==> config.mk <==
export PLATFORM = sky130hd
export DESIGN_NAME = rom_arbiter_flat
export DESIGN_NICKNAME = d
export VERILOG_FILES = /design/src/rtl/rom_arbiter_if.sv /design/src/rtl/rom_arbiter.sv /design/src/flat_wrapper.sv
export SDC_FILE = /design/constraint.sdc
export NUM_CORES = 1
export LEC_CHECK = 0
export CAP_MARGIN = 20
export CORE_MARGIN = 1
export CORE_UTILIZATION = 38
export DETAILED_ROUTE_END_ITERATION = 6
export HOLD_SLACK_MARGIN = 0.08
export PLACE_DENSITY = 0.81
export SLEW_MARGIN = 10
export SYNTH_ARGS = -nofsm -noshare
export SYNTH_HDL_FRONTEND = slang
export SYNTH_SLANG_ARGS = --single-unit
==> constraint.sdc <==
create_clock -name pclk -period 3.5 [get_ports pclk]
set_input_delay 0.875 -clock pclk [delete_from_list [all_inputs] [get_ports pclk]]
set_output_delay 0.875 -clock pclk [all_outputs]
set_load 0.02 [all_outputs]
==> src/rtl/rom_arbiter_if.sv <==
// Requester-side bus of the shared image ROM port: request/address in, grant and tagged read data out.
interface rom_arbiter_if #(
   parameter int NUM_REQ = 3,
   parameter int ADDR_W  = 12,
   parameter int DATA_W  = 12
);
   logic [NUM_REQ-1:0]        req;
   logic [NUM_REQ*ADDR_W-1:0] req_addr;
   logic [NUM_REQ-1:0]        gnt;
   logic [DATA_W-1:0]         rd_data;
   logic [NUM_REQ-1:0]        rd_valid;

   modport master (output req, req_addr, input gnt, rd_data, rd_valid);
   modport slave  (input req, req_addr, output gnt, rd_data, rd_valid);
endinterface

==> src/rtl/rom_arbiter.sv <==
// Shares one image ROM read port between NUM_REQ pixel requesters: fixed priority for
// requester 0 (optional) plus round robin, one read per cycle, data returned with a one-hot owner tag.
module rom_arbiter #(
   parameter int NUM_REQ     = 3,
   parameter int ADDR_W      = 12,
   parameter int DATA_W      = 12,
   parameter int ROM_LATENCY = 0,
   parameter bit PRIO0       = 1'b1
) (
   input  logic              pclk,
   input  logic              rst,
   rom_arbiter_if.slave      bus,
   output logic [ADDR_W-1:0] rom_addr,
   input  logic [DATA_W-1:0] rom_data
);
   localparam int IDX_W = $clog2(NUM_REQ);
   localparam int DEPTH = 1 + ROM_LATENCY;

   logic [IDX_W-1:0]   ptr_q;
   logic [IDX_W-1:0]   win_idx;
   logic               win_any;
   logic               win_rr;
   logic [ADDR_W-1:0]  win_addr;
   int                 idx;

   logic               vld_pipe [DEPTH];
   logic [NUM_REQ-1:0] id_pipe  [DEPTH];

   // NOTE: every output of a combinational block gets a default first, so no path can infer a latch.
   always_comb begin
      win_idx = '0;
      win_any = 1'b0;
      win_rr  = 1'b0;
      idx     = 0;
      if (rst) begin
         if (PRIO0 && bus.req[0]) begin
            win_any = 1'b1;
         end else begin
            for (int k = 1; k <= NUM_REQ; k++) begin
               idx = (int'(ptr_q) + k) % NUM_REQ;
               if (!win_any && bus.req[IDX_W'(idx)] && !(PRIO0 && idx == 0)) begin
                  win_any = 1'b1;
                  win_rr  = 1'b1;
                  win_idx = IDX_W'(idx);
               end
            end
         end
      end
   end

   assign bus.gnt  = win_any ? (NUM_REQ'(1) << win_idx) : '0;
   assign win_addr = bus.req_addr[int'(win_idx)*ADDR_W +: ADDR_W];

   // NOTE: sequential state uses non-blocking assignments so every register samples pre-edge values.
   always_ff @(posedge pclk) begin
      if (!rst) begin
         ptr_q        <= IDX_W'(NUM_REQ - 1);
         rom_addr     <= '0;
         bus.rd_data  <= '0;
         bus.rd_valid <= '0;
         // NOTE: the tag pipeline is reset too, so reads in flight at reset never surface afterwards.
         for (int i = 0; i < DEPTH; i++) begin
            vld_pipe[i] <= 1'b0;
            id_pipe[i]  <= '0;
         end
      end else begin
         if (win_rr)  ptr_q    <= win_idx;
         if (win_any) rom_addr <= win_addr;

         vld_pipe[0] <= win_any;
         id_pipe[0]  <= bus.gnt;
         for (int i = 1; i < DEPTH; i++) begin
            vld_pipe[i] <= vld_pipe[i-1];
            id_pipe[i]  <= id_pipe[i-1];
         end

         // The tag reaches the end of the pipe exactly when rom_data holds that read's word.
         if (vld_pipe[DEPTH-1]) begin
            bus.rd_data  <= rom_data;
            bus.rd_valid <= id_pipe[DEPTH-1];
         end else begin
            bus.rd_valid <= '0;
         end
      end
   end
endmodule

==> src/flat_wrapper.sv <==
// flat-port wrapper written by rule: the top's interface ports become plain ports
module rom_arbiter_flat 
#(
   parameter int NUM_REQ     = 3,
   parameter int ADDR_W      = 12,
   parameter int DATA_W      = 12,
   parameter int ROM_LATENCY = 0,
   parameter bit PRIO0       = 1'b1
)
  (pclk, rst, rom_addr, rom_data, bus_req, bus_req_addr, bus_gnt, bus_rd_data, bus_rd_valid);
  rom_arbiter_if #(.NUM_REQ(NUM_REQ), .ADDR_W(ADDR_W), .DATA_W(DATA_W)) bus_i ();
  input  logic pclk;
  input  logic rst;
  output logic [ADDR_W-1:0] rom_addr;
  input  logic [DATA_W-1:0] rom_data;
  input wire logic [$bits(bus_i.req)-1:0] bus_req;
  input wire logic [$bits(bus_i.req_addr)-1:0] bus_req_addr;
  output wire logic [$bits(bus_i.gnt)-1:0] bus_gnt;
  output wire logic [$bits(bus_i.rd_data)-1:0] bus_rd_data;
  output wire logic [$bits(bus_i.rd_valid)-1:0] bus_rd_valid;
  assign bus_i.req = bus_req;
  assign bus_i.req_addr = bus_req_addr;
  assign bus_gnt = bus_i.gnt;
  assign bus_rd_data = bus_i.rd_data;
  assign bus_rd_valid = bus_i.rd_valid;
  rom_arbiter #(.NUM_REQ(NUM_REQ), .ADDR_W(ADDR_W), .DATA_W(DATA_W), .ROM_LATENCY(ROM_LATENCY), .PRIO0(PRIO0)) u_core (.pclk(pclk), .rst(rst), .bus(bus_i), .rom_addr(rom_addr), .rom_data(rom_data));
endmodule
### Yosys cells after proc, flatten, opt, wreduce, memory -nomap -nowiden

Memories as Yosys holds them, arrays and structs flattened. A register that Yosys moved wholly into a read port is not among the register bits.
Index checks and enable logic that the tools add are counted.

* shift-type cells: 2
* $lt $le $gt $ge: 3
* add/subtract/negate cells: 3
* multipliers: 1
* reduce and logical (&&, ||, !) cells: 17
* mux-type cells: 34
* divide/modulo/power cells: 3

Operator list (count)
* $logic_not 32->1: 3
* $mod 32x3->32 const B: 3
* $shiftx 36x32->12: 1
* $mux 1: 24
* $lt 2x4->1 const B: 3
* $mux 2: 5
* $add 2x2->3 const B: 2
* $bmux 1 s2: 3
* $logic_not 1->1: 6
* $mux 3: 2
* $logic_and 1x1->1: 5
* $mul 2x2->4 const B: 1
* $add 2x1->3 const B: 1
* $reduce_or 3->1: 1
* $shl 1x2->3 const A: 1
* $reduce_and 2->1: 1
* $reduce_or 1->1: 1

* memories kept: 2
* memory bits (writable): 4
* output and inout bits: 30
* register bits after elaboration: 26

Memories
* u_core.id_pipe: depth 1, bits a word 3, rd ports 1, clocked after memory_dff 1, wr ports 1, line rom_arbiter.sv:27 `logic [NUM_REQ-1:0] id_pipe [DEPTH];`
* u_core.vld_pipe: depth 1, bits a word 1, rd ports 1, clocked after memory_dff 0, wr ports 1, line rom_arbiter.sv:26 `logic vld_pipe [DEPTH];`

### Longest topological paths before layout

* depth in word-level cells: 24
* depth in mapped cells: 10
* depth with buffers taken out: 8

### Least setup slack after synthesis

Ideal clock, no wire load.

* kind: input -> output
* from: in bus_req[0]
* to: out bus_gnt[2]
* path buffers: 1
* path slack: 0.411 ns
* cell stages on the path: 5
* required time: 2.625 ns
* data arrival time: 2.214 ns
* cell sequence: mux2_4 -> a21o_1 -> or3_4 -> a21oi_4 -> buf_2

* cells in the longest elaborated chain, start to end: 21
* elaborated cells on any way between the ends: 32
* those cells by class: 1 x shift; 24 x mux; 7 x reduce/logical

Ends and longest elaborated chain
* from (decl): line flat_wrapper.sv:16 `input wire logic [$bits(bus_i.req)-1:0] bus_req;`
* $bmux 1 s2: line rom_arbiter.sv:41 `if (!win_any && bus.req[IDX_W'(idx)] && !(PRIO0 && idx == 0)) begin`
* $mux 1 (implied by the code) (2 in a row): line rom_arbiter.sv:41
* $logic_and 1x1->1: line rom_arbiter.sv:41
* $mux 1: line rom_arbiter.sv:41
* $mux 1: line rom_arbiter.sv:36 `if (PRIO0 && bus.req[0]) begin`
* $mux 1: line rom_arbiter.sv:35 `if (rst) begin`
* $logic_not 1->1: line rom_arbiter.sv:41
* $logic_and 1x1->1 (2 in a row): line rom_arbiter.sv:41
* [2 not listed]
* $mux 1: line rom_arbiter.sv:35
* $logic_not 1->1: line rom_arbiter.sv:41
* $logic_and 1x1->1 (2 in a row): line rom_arbiter.sv:41
* $mux 2: line rom_arbiter.sv:41
* $mux 2: line rom_arbiter.sv:36
* $mux 2: line rom_arbiter.sv:35
* $shl 1x2->3: line rom_arbiter.sv:51 `assign bus.gnt = win_any ? (NUM_REQ'(1) << win_idx) : '0;`
* $mux 3 (*): line rom_arbiter.sv:51
* to (decl): line flat_wrapper.sv:18 `output wire logic [$bits(bus_i.gnt)-1:0] bus_gnt;`

Every way passes the cells marked *; elsewhere a longest branch is shown, timed or not. The select of a mux whose other input is x is not followed.

### Final worst setup path

* from: in bus_req[1]
* to: out bus_gnt[0]

The elaborated chain is that of the path after synthesis.

==> summary.md <==
| Metric | Value |
|---|---|
| Final setup fails | 0 |
| Seq/Total Area, Yosys | 43.31% |
| First-pass GRT wire length | 6403 microns |
| Post-synth ARST share | 0% |
| Die W | 65.36 microns |
| Yosys top cell by area | dfxtp_1 |
| Num rows | 22 |
| Sequential share of power | between 30% and 40% |
| Slew at the pin closest to its max-slew limit | 808.2 ps |
| Post-Place Cells | 274 |
| Initial antenna violation count | 0 |
| MaxCap Viol Count | 0 |
| Status | finished, final reports clean |
| Post-Layout Cell Count | 284 |
| Post-DP HPWL | 2924 microns |
| Fin nets | 292 |
| Max Slew Vio Count | 0 |
| Vias after detailed routing | approximately 1.5k |
| Top cell type's share of synthesized area | 43.31% |
| Clk buf depth | 2 |
| Initial DRC count | 43 |
| Place WS | -526.3 ps |
| Ys Warns | 0 |
| Grt ovf | 0 |
| Clock latency on the worst-skew pair | 280 ps |
| Max Freq | 300.7 MHz |
| Register area | roughly 660 sq um |
| Syn Nets | 198 |
| Worst Clk Skew | 6.109 ps |
| Reg clk slew, reported paths | ~70 ps |
| Top cells by area, synth | dfxtp_1 43%, mux2i_1 8.5%, a221o_1 7.9% |
| Inserted Clock Buffers | 5 |
| Final wirelength | 3923 microns |
| IR drop worst, VDD | 0.3500 mV |
| GP Congestion | a little under 0.9 |
| Antenna-violating nets left | 0 |
| Startpoint type of the worst setup path | input port |
| Overall fraction of global-route tracks in use | 19.75% |
| CTS tree | built |
| H-tree lvl count | 2 |
| Synthesized cell area | 0.001525 sq mm |
| Power density over cell area | between 600 and 700 mW/mm^2 |
| Multi-input logic area | 818.3 sq um |
| N_diodes | 0 |
| Layout cells sized above 1 | 15.25% |
| Relative slew margins | 45.92% |
| Clock Power Share | roughly 22% |
| Die Y | around 65 microns |
| Die area | 0.004271 sq mm |
| Core ar. | 0.003744 sq mm |
| Mean Syn Cell Area | 10.82 sq um |
| Setup TNS | 0 ps |
| Gate power share | 45.2% |
| Internal | about 0.0011 W |
| Setup CP Type | in -> out |
| Number of flops mapped to enable cells by yosys | 0 |
| Count of cell types in the netlist | 35 |
| Drt pass-1 iters | 5 |
| Post-synthesis register bit count | 33 |
| Crit path max fanout | 4 |
| Number of global-route vias before repair | 1,432 |
| Layout area overhead | 70.55% |
| Drt wl/cell | 13.81 microns |
| Cell count after synthesis | 141 |
| Fin crit period | 3326 ps |
| Post-synth top flop | dfxtp_1 |
| Lkg Pwr | about 1.1 nW |
| Worst Hold Class | reg -> reg |
| Starting Density | around 41% |
| # IOs | 83 |
| Period utilisation layout | 95.03% |
| DRC | 0 |
| Largest net degree at the start of global routing | 21 |
| Root Driver | clkbuf_8 |
| Net switching power | 0.0005657 W |
| Sink Count | 33 |
| CP arrival | 2450 ps |
| I/O Buffers | 82 |
| Total design power | 0.001698 W |
| PnR worst setup slack | 174.1 ps |
| Vias per inst | between 5 and 6 |
| Most common cell in the netlist | dfxtp_1 |
| Final hold violation count | 0 |
| CP Capture Type | output port |
| Fill cells | 305 |
| Sw Ratio | 33.32% |
| RSZ-0062 raised after global routing | false |
| Post-synth top cells | 33 x dfxtp_1, 14 x nor2b_1, 13 x mux2i_1 |
| Req. time, crit path | approximately 2600 ps |
[critical path, cell delays in order]
cell and delay [ps]:
dlygate4sd2_1 270, mux2_4 270, a21o_1 190, o211ai_1 160, buf_4 160, a21oi_4 70, nor4b_4 270, buf_4 190
[layout make-up]
type                       instances  share of cell area [%]
clock buffer                       7                   3.319
timing repair buffer              97                   35.79
clock inverter                     1                   1.154
inverter                           4                  0.5772
multi-input combinational         94                   31.46
tap                               48                   2.309
sequential                        33                   25.40
[power by group through the flow]
stage / clock network (W) / logic [W] / registers (W)
2_1_floorplan: 0 / 0.000365 / 0.000636
3_3_place_gp: 0 / 0.000741 / 0.000570
3_5_place_dp: 0 / 0.000749 / 0.000568
4_1_cts: 0.000379 / 0.000769 / 0.000564
5_1_grt: 0.000394 / 0.000824 / 0.000578
6_report: 0.000368 / 0.000768 / 0.000562
[worst paths after layout]
check / startpoint / to / slack (ps) / depth (start not counted)
hold reg to reg: u_core.id_pipe[0][0] / u_core.bus.rd_valid[0] / 470 / 1
hold / removal: u_core.id_pipe[0][0] / u_core.bus.rd_valid[0] / 470 / 1
setup / recovery: bus_req[1] / bus_gnt[0] / 170 / 8
setup reg to reg: u_core.ptr_q[0] / u_core.rom_addr[5] / 1020 / 8
[registers in the layout, indices dropped and copies added (netlist names)]
name	cells
u_core.rom_addr	12
u_core.ptr_q	2
u_core.bus.rd_valid	3
u_core.id_pipe	3
u_core.vld_pipe	1
u_core.bus.rd_data	12
[metal layers]
layer,GRT usage [%],vias to the layer above,share of wire (%)
met5,0,-,0
met4,6.793,0,1.5
met3,8.854,6,12
met2,34.92,85,48
met1,20.49,660,38
li1,-,715,-
[repair_timing]
item / CTS / global route
setup endpoints to repair: 3 / 1
buffers inserted: 2 / 0
pin swaps: 3 / 2
gates resized for setup: 17 / 2
hold buffers: 0 / 0
endpoints found under the hold margin: 0 / 0
[placed cells by master (no fill, tap or decap), types with 2 or more instances in the layout]
cell             netlist  routed
clkdlybuf4s50_1        0      76
dfxtp_1               33      33
buf_4                  0      16
nor2b_1               14      14
mux2i_1               13      13
a22o_1                12      12
a221o_1               12      12
nor2_1                 6       6
clkbuf_8               0       6
inv_1                  4       4
ha_1                   4       4
a21oi_1                4       3
and3_1                 3       3
o211ai_1               2       2
nand2b_1               2       2
a21o_1                 2       2
or2_2                  2       2
dlymetal6s2s_1         0       2
[logic make-up after synthesis]
logic type      share of synthesized area [%]
mux                                     10.25
flops                                   43.31
buf+inv                                 4.675
simple gates                            17.31
fa+ha+maj                               3.282
compound gates                          21.17
[per-stage QoR]
step / cell area (sq um) / hold WS (ps) / util (%)
after floorplan: 1525 / 443.6 / -
after global placement: 2447 / 446.3 / 65.37
after detailed placement: 2447 / 456.8 / 65.37
after CTS: 2596 / 475.1 / 69.35
after global routing: 2601 / 496.7 / 69.49
final: 2601 / 473.8 / 69.49
No activity file was read; power rests on OpenSTA's default activity.
